`config.mk`:
```
export PLATFORM = sky130hd
export DESIGN_NAME = debounce_bank
export DESIGN_NICKNAME = d
export VERILOG_FILES = /design/src/rtl/debounce_pkg.sv /design/src/rtl/debounce_ch.sv /design/src/rtl/debounce_bank.sv
export SDC_FILE = /design/constraint.sdc
export NUM_CORES = 1
export LEC_CHECK = 0
export CAP_MARGIN = 20
export CORE_MARGIN = 3
export CORE_UTILIZATION = 56
export DETAILED_ROUTE_END_ITERATION = 10
export GPL_ROUTABILITY_DRIVEN = 0
export PLACE_DENSITY = 0.76
export SETUP_SLACK_MARGIN = 0.4
export SKIP_LAST_GASP = 1
export SLEW_MARGIN = 25
export SYNTH_ARGS = -nofsm -noshare
export SYNTH_HDL_FRONTEND = slang
export SYNTH_SLANG_ARGS = --single-unit
```
`constraint.sdc`:
```
create_clock -name clk -period 2.2 [get_ports clk]
set_input_delay 0.44 -clock clk [delete_from_list [all_inputs] [get_ports clk]]
set_output_delay 0.44 -clock clk [all_outputs]
set_load 0.01 [all_outputs]
```
`src/rtl/debounce_pkg.sv`:
```
// Shared constants and helpers for the push-button conditioner bank.
// Default thresholds assume a 50 MHz system clock.
package debounce_pkg;

    localparam int DEF_N_CH          = 4;
    localparam int DEF_COUNT_PRESS   = 50000;     // 1 ms of stable low
    localparam int DEF_COUNT_RELEASE = 501;       // ~10 us of stable high
    localparam int DEF_LONG_PRESS    = 5000000;   // 100 ms hold
    localparam int DEF_REPEAT_EN     = 0;
    localparam int DEF_REPEAT_CYC    = 1000000;   // 20 ms repeat period

    // Debounced level of one channel
    typedef enum logic {
        RELEASED = 1'b0,
        PRESSED  = 1'b1
    } chState_t;

    // Bits needed to hold any value in 0..maxVal
    function automatic int calcWidth(input int maxVal);
        return (maxVal < 1) ? 1 : $clog2(maxVal + 1);
    endfunction

    function automatic int maxOf(input int a, input int b);
        return (a > b) ? a : b;
    endfunction

endpackage

```
`src/rtl/debounce_ch.sv`:
```
// One button channel: two-flop synchroniser, press/release debounce FSM,
// hold counter with long-press pulse and optional auto-repeat.
module debounce_ch
    import debounce_pkg::*;
#(
    parameter int COUNT_PRESS   = DEF_COUNT_PRESS,
    parameter int COUNT_RELEASE = DEF_COUNT_RELEASE,
    parameter int LONG_PRESS    = DEF_LONG_PRESS,
    parameter int REPEAT_EN     = DEF_REPEAT_EN,
    parameter int REPEAT_CYC    = DEF_REPEAT_CYC
) (
    input  logic clk,
    input  logic reset,
    input  logic i_raw,
    output logic o_level,
    output logic o_press,
    output logic o_release,
    output logic o_long
);

    localparam int CNT_W  = calcWidth(maxOf(COUNT_PRESS, COUNT_RELEASE));
    localparam int HOLD_W = calcWidth(LONG_PRESS);

    localparam logic [CNT_W-1:0]  PRESS_LAST   = CNT_W'(COUNT_PRESS - 1);
    localparam logic [CNT_W-1:0]  RELEASE_LAST = CNT_W'(COUNT_RELEASE - 1);
    localparam logic [HOLD_W-1:0] LONG_LAST    = HOLD_W'(LONG_PRESS - 1);
    localparam logic [HOLD_W-1:0] LONG_MAX     = HOLD_W'(LONG_PRESS);

    logic              r_sync1;
    logic              r_sync2;
    chState_t          r_state;
    chState_t          w_nextState;
    logic [CNT_W-1:0]  r_cnt;
    logic [CNT_W-1:0]  w_nextCnt;
    logic [HOLD_W-1:0] r_hold;
    logic              w_target;
    logic              w_pressEvt;
    logic              w_releaseEvt;
    logic              w_holdSat;
    logic              w_longEvt;
    logic              w_repeatEvt;
    logic              r_press;
    logic              r_release;
    logic              r_long;

    // Bring the asynchronous pin into the clock domain; idle level is high
    always_ff @(posedge clk) begin
        if (!reset) begin
            r_sync1 <= 1'b1;
            r_sync2 <= 1'b1;
        end else begin
            r_sync1 <= i_raw;
            r_sync2 <= r_sync1;
        end
    end

    // The pin is active-low, so the level we are heading towards is its inverse
    assign w_target = ~r_sync2;

    // Debounce state and stability counter registers
    always_ff @(posedge clk) begin
        if (!reset) begin
            r_state <= RELEASED;
            r_cnt   <= '0;
        end else begin
            r_state <= w_nextState;
            r_cnt   <= w_nextCnt;
        end
    end

    // Count consecutive cycles of disagreement and flip the level at threshold
    always_comb begin
        w_nextState  = r_state;
        w_nextCnt    = '0;
        w_pressEvt   = 1'b0;
        w_releaseEvt = 1'b0;
        unique case (r_state)
            RELEASED: begin
                if (w_target) begin
                    if (r_cnt == PRESS_LAST) begin
                        w_nextState = PRESSED;
                        w_pressEvt  = 1'b1;
                    end else begin
                        w_nextCnt = r_cnt + CNT_W'(1);
                    end
                end
            end
            PRESSED: begin
                if (!w_target) begin
                    if (r_cnt == RELEASE_LAST) begin
                        w_nextState  = RELEASED;
                        w_releaseEvt = 1'b1;
                    end else begin
                        w_nextCnt = r_cnt + CNT_W'(1);
                    end
                end
            end
            default: begin
                w_nextState = RELEASED;
            end
        endcase
    end

    assign w_holdSat = (r_hold == LONG_MAX);
    assign w_longEvt = (r_state == PRESSED) && !w_releaseEvt && (r_hold == LONG_LAST);

    // Measure how long the debounced level has been held, saturating at the long-press mark
    always_ff @(posedge clk) begin
        if (!reset) begin
            r_hold <= '0;
        end else if ((r_state == RELEASED) || w_releaseEvt) begin
            r_hold <= '0;
        end else if (!w_holdSat) begin
            r_hold <= r_hold + HOLD_W'(1);
        end
    end

    generate
        if (REPEAT_EN != 0) begin : g_repeat
            localparam int REP_W = calcWidth(REPEAT_CYC);
            localparam logic [REP_W-1:0] REP_LAST = REP_W'(REPEAT_CYC - 1);

            logic [REP_W-1:0] r_rep;

            // Free-running period counter that only runs once the hold has saturated
            always_ff @(posedge clk) begin
                if (!reset) begin
                    r_rep <= '0;
                end else if (!w_holdSat || w_releaseEvt || (r_rep == REP_LAST)) begin
                    r_rep <= '0;
                end else begin
                    r_rep <= r_rep + REP_W'(1);
                end
            end

            assign w_repeatEvt = w_holdSat && !w_releaseEvt && (r_rep == REP_LAST);
        end else begin : g_noRepeat
            assign w_repeatEvt = 1'b0;
        end
    endgenerate

    // Register the one-cycle event pulses so they line up with the level change
    always_ff @(posedge clk) begin
        if (!reset) begin
            r_press   <= 1'b0;
            r_release <= 1'b0;
            r_long    <= 1'b0;
        end else begin
            r_press   <= w_pressEvt | w_repeatEvt;
            r_release <= w_releaseEvt;
            r_long    <= w_longEvt;
        end
    end

    assign o_level   = (r_state == PRESSED);
    assign o_press   = r_press;
    assign o_release = r_release;
    assign o_long    = r_long;

endmodule

```
`src/rtl/debounce_bank.sv`:
```
// Multi-channel push-button conditioner: one independent debounce_ch per
// active-low board button, outputs gathered into per-function buses.
module debounce_bank
    import debounce_pkg::*;
#(
    parameter int N_CH          = DEF_N_CH,
    parameter int COUNT_PRESS   = DEF_COUNT_PRESS,
    parameter int COUNT_RELEASE = DEF_COUNT_RELEASE,
    parameter int LONG_PRESS    = DEF_LONG_PRESS,
    parameter int REPEAT_EN     = DEF_REPEAT_EN,
    parameter int REPEAT_CYC    = DEF_REPEAT_CYC
) (
    input  logic            clk,
    input  logic            reset,
    input  logic [N_CH-1:0] boton_in,
    output logic [N_CH-1:0] boton_out,
    output logic [N_CH-1:0] press_pulse,
    output logic [N_CH-1:0] release_pulse,
    output logic [N_CH-1:0] long_pulse
);

    generate
        if ((N_CH < 1) || (COUNT_PRESS < 2) || (COUNT_RELEASE < 2) ||
            (LONG_PRESS < 2) || (REPEAT_CYC < 2) ||
            (COUNT_PRESS >= LONG_PRESS) || (COUNT_RELEASE >= LONG_PRESS) ||
            ((REPEAT_EN != 0) && (REPEAT_EN != 1))) begin : g_paramCheck
            $error("debounce_bank: illegal parameter combination");
        end
    endgenerate

    generate
        for (genvar ch = 0; ch < N_CH; ch++) begin : g_ch
            debounce_ch #(
                .COUNT_PRESS  (COUNT_PRESS),
                .COUNT_RELEASE(COUNT_RELEASE),
                .LONG_PRESS   (LONG_PRESS),
                .REPEAT_EN    (REPEAT_EN),
                .REPEAT_CYC   (REPEAT_CYC)
            ) u_ch (
                .clk      (clk),
                .reset    (reset),
                .i_raw    (boton_in[ch]),
                .o_level  (boton_out[ch]),
                .o_press  (press_pulse[ch]),
                .o_release(release_pulse[ch]),
                .o_long   (long_pulse[ch])
            );
        end
    endgenerate

endmodule

```
==> results_dict.tcl <==
set metrics [dict create \
    dpl_cell_area_mm2 0.00883 \
    crit_fanout 6 \
    numCtsBuffers 17 \
    p_leak_nw 3.16 \
    pin_count 22 \
    switchingPower_mw 1.35 \
    p_seq_frac 0.511 \
    endpoint_kind "flop" \
    drt_wl_total_mm 17.0 \
    required_ns 2.53 \
    avgSynthCellArea_um2 8.73 \
    syn_to_final_growth_pct 20.4 \
    grt_use_total 0.201 \
    ir_worst_vdd_mv 0.595 \
    core_area_mm2 0.0146 \
    fin_nets 1039 \
    worstSetupPathType "flop to flop" \
    synth_area_mm2 0.00838 \
    synth_nets 982 \
    comb_power_share 0.010 \
    p_int_mw 5.04 \
    startpoint_type "flop" \
    outcome "finished clean" \
    vias_per_cell 5.76 \
    synthFlopType "dfxtp_1" \
    total_power_mw 6.39 \
    drv_slew 0 \
    syn_inst 960 \
    ys_warn_count 0 \
    grt_antenna_before_repair 0 \
    fin_ws_ns 0.156 \
    grt_pass1_wl_mm 27.8 \
    ff_latch_area_mm2 0.00365 \
    tritoncts "yes" \
    grt_max_degree 24 \
    clk_pin_slew_worst_paths_ns 0.07 \
    drv_cap 0 \
    finalInstanceArea_mm2 0.0101 \
    hold_path.class "flop to flop" \
    ys_seq_area_frac 0.430 \
    grt_pass1_vias 6272 \
    clock_skew_ns 0.0116 \
    num-fill-cells 1107 \
    multi_input_area_mm2 0.00469 \
    wl_per_cell_um 14.0 \
    num_vias 6987 \
    postRouteAntennaNets 0 \
    place_ws_ns 0.141 \
    worst_ep_arrival_time_ns 2.37 \
    hold_viol 0 \
    min_period_ns 2.04 \
    power.density_mw_per_mm2 633 \
    htreeDepth 4 \
    antenna_cells 0 \
    sw_frac_of_total 0.212 \
    cts.sinks 180 \
    p_clk_frac 0.479 \
    clock-root-buffer "clkbuf_16" \
    fin_crit_sh 0.929 \
    die_y_um 128 \
    tns_ns 0 \
    synthArstFlopShare 0 \
    drc_errors 0 \
    maxSlewHeadroom 0.661 \
    layout-drive-gt1-share 0.187 \
    dp.final_hpwl_mm 10.7 \
    fmax_mhz 489 \
    ys_seq_elements 180 \
    setup_viol_count_final 0 \
    first_pass_iters 5 \
    synth.distinct_cells 50 \
    start_util 0.574 \
    postCtsHoldBufs 0 \
    fp-row-count 44 \
    grt_overflow_total 0 \
    initialDrtViolationCount 448 \
    synth_edf_count 0 \
    die_w_um 128 \
    die_area_mm2 0.0165 \
    cts_max_path_buffers 2 \
    clkLatencyLatePin_ns 0.44 \
    tightest_slew_ns 0.501 \
    io_buffer_count 21 \
    rsz0062_at_grt "yes" \
]
-- flip-flops by register name, summed over array words and instances (netlist names) --
name                 cells
g_ch.u_ch.r_sync1        4
g_ch.u_ch.o_level        4
g_ch.u_ch.o_release      4
g_ch.u_ch.r_hold        92
g_ch.u_ch.o_press        4
g_ch.u_ch.r_sync2        4
g_ch.u_ch.r_cnt         64
g_ch.u_ch.o_long         4
-- layout by cell type (no fill, tap or decap), types with 6 or more instances in the layout --
cell type,instances
or4_1,21
nand3_1,49
nand4_1,48
nor4_1,19
and2_1,8
o31ai_1,20
clkdlybuf4s50_1,16
buf_4,52
a21oi_1,47
inv_1,31
dfxtp_2,23
nor2b_1,10
and4_1,24
nand2_1,55
nand2b_1,12
ha_1,12
nor3_1,17
clkbuf_16,18
nor2_1,89
a21oi_2,22
xor2_1,49
xnor2_1,40
buf_6,6
or3_1,25
dfxtp_1,152
nor4b_1,12
and3_1,19
o21ai_0,34
-- logic make-up after synthesis --
kind of cell,synth area share
compound gates,0.0971
xor+xnor,0.0931
fa+ha+maj,0.0239
buf+inv,0.0465
flops,0.430
mux,0.00119
simple gates,0.308
-- Yosys cell counts, drive strengths merged, types with 21 or more instances --
cell type  count  area (um2)
a21oi         69         345
and4          24         210
buf           26         183
dfxtp        180        3600
inv           35         131
nand2         56         210
nand3         52         260
nand4         48         300
nor2          94         353
nor4          24         150
o21ai         34         170
o31ai         21         163
or3           27         169
or4           26         199
xnor2         40         350
xor2          49         429
-- final timing paths --
| kind | slack, ns | cells past startpoint | startpoint | end |
|---|---|---|---|---|
| setup / recovery | 0.16 | 8 | g_ch[1].u_ch.r_cnt[0] | g_ch[1].u_ch.r_hold[2] |
| hold / removal | 0.41 | 1 | g_ch[1].u_ch.r_sync1 | g_ch[1].u_ch.r_sync2 |
| setup reg to reg | 0.16 | 8 | g_ch[1].u_ch.r_cnt[0] | g_ch[1].u_ch.r_hold[2] |
| hold reg to reg | 0.41 | 1 | g_ch[1].u_ch.r_sync1 | g_ch[1].u_ch.r_sync2 |
-- metrics by stage --
stage | instances | hold slack [ns] | util
after floorplan | 960 | 0.386 | -
after global placement | 1147 | 0.396 | 0.605
after detailed placement | 1147 | 0.396 | 0.605
after CTS | 1195 | 0.412 | 0.662
after global routing | 1214 | 0.429 | 0.691
final | 1214 | 0.409 | 0.691
-- routing by layer --
| metal | track usage | vias up | routed length, um |
|---|---|---|---|
| li1 | - | 3581 | - |
| met1 | 0.259 | 3278 | 7950 |
| met2 | 0.333 | 111 | 8320 |
| met3 | 0.0525 | 17 | 534 |
| met4 | 0.0587 | 0 | 214 |
| met5 | 0 | - | 0 |
-- worst max-delay path: stages (launching register included) --
cell       delay [ns]
dfxtp_2          0.33
inv_2            0.04
ha_1             0.12
or4bb_1          0.39
or4_4            0.52
o211ai_4         0.22
buf_6            0.15
clkbuf_16        0.14
a21oi_1          0.03
-- cell type report --
type                    count  area share
multi-input cells         699       0.465
flip-flops and latches    180       0.362
repair buffers             84      0.0775
clock buffers              19      0.0449
well taps                 184      0.0228
clock inverters            13      0.0148
inverters                  35      0.0130
-- what timing repair did --
| item | 4_1_cts | 5_1_grt |
|---|---|---|
| pin swaps | 14 | 39 |
| cloned | 2 | 3 |
| hold endpoints to repair | 0 | 0 |
| endpoints found under the setup margin | 106 | 139 |
| setup buffers | 14 | 16 |
| resized for setup | 27 | 85 |
-- power by group through the flow --
| stage | Combinational [mW] | Sequential, mW | Clock, mW |
|---|---|---|---|
| finish | 0.0619 | 3.27 | 3.06 |
| global route | 0.0676 | 3.26 | 3.24 |
| CTS | 0.0564 | 3.27 | 3.11 |
| detailed placement | 0.0501 | 3.35 | 0 |
| global placement | 0.0492 | 3.35 | 0 |
| floorplan | 0.0283 | 3.34 | 0 |
(Power assumes the default switching activity.)
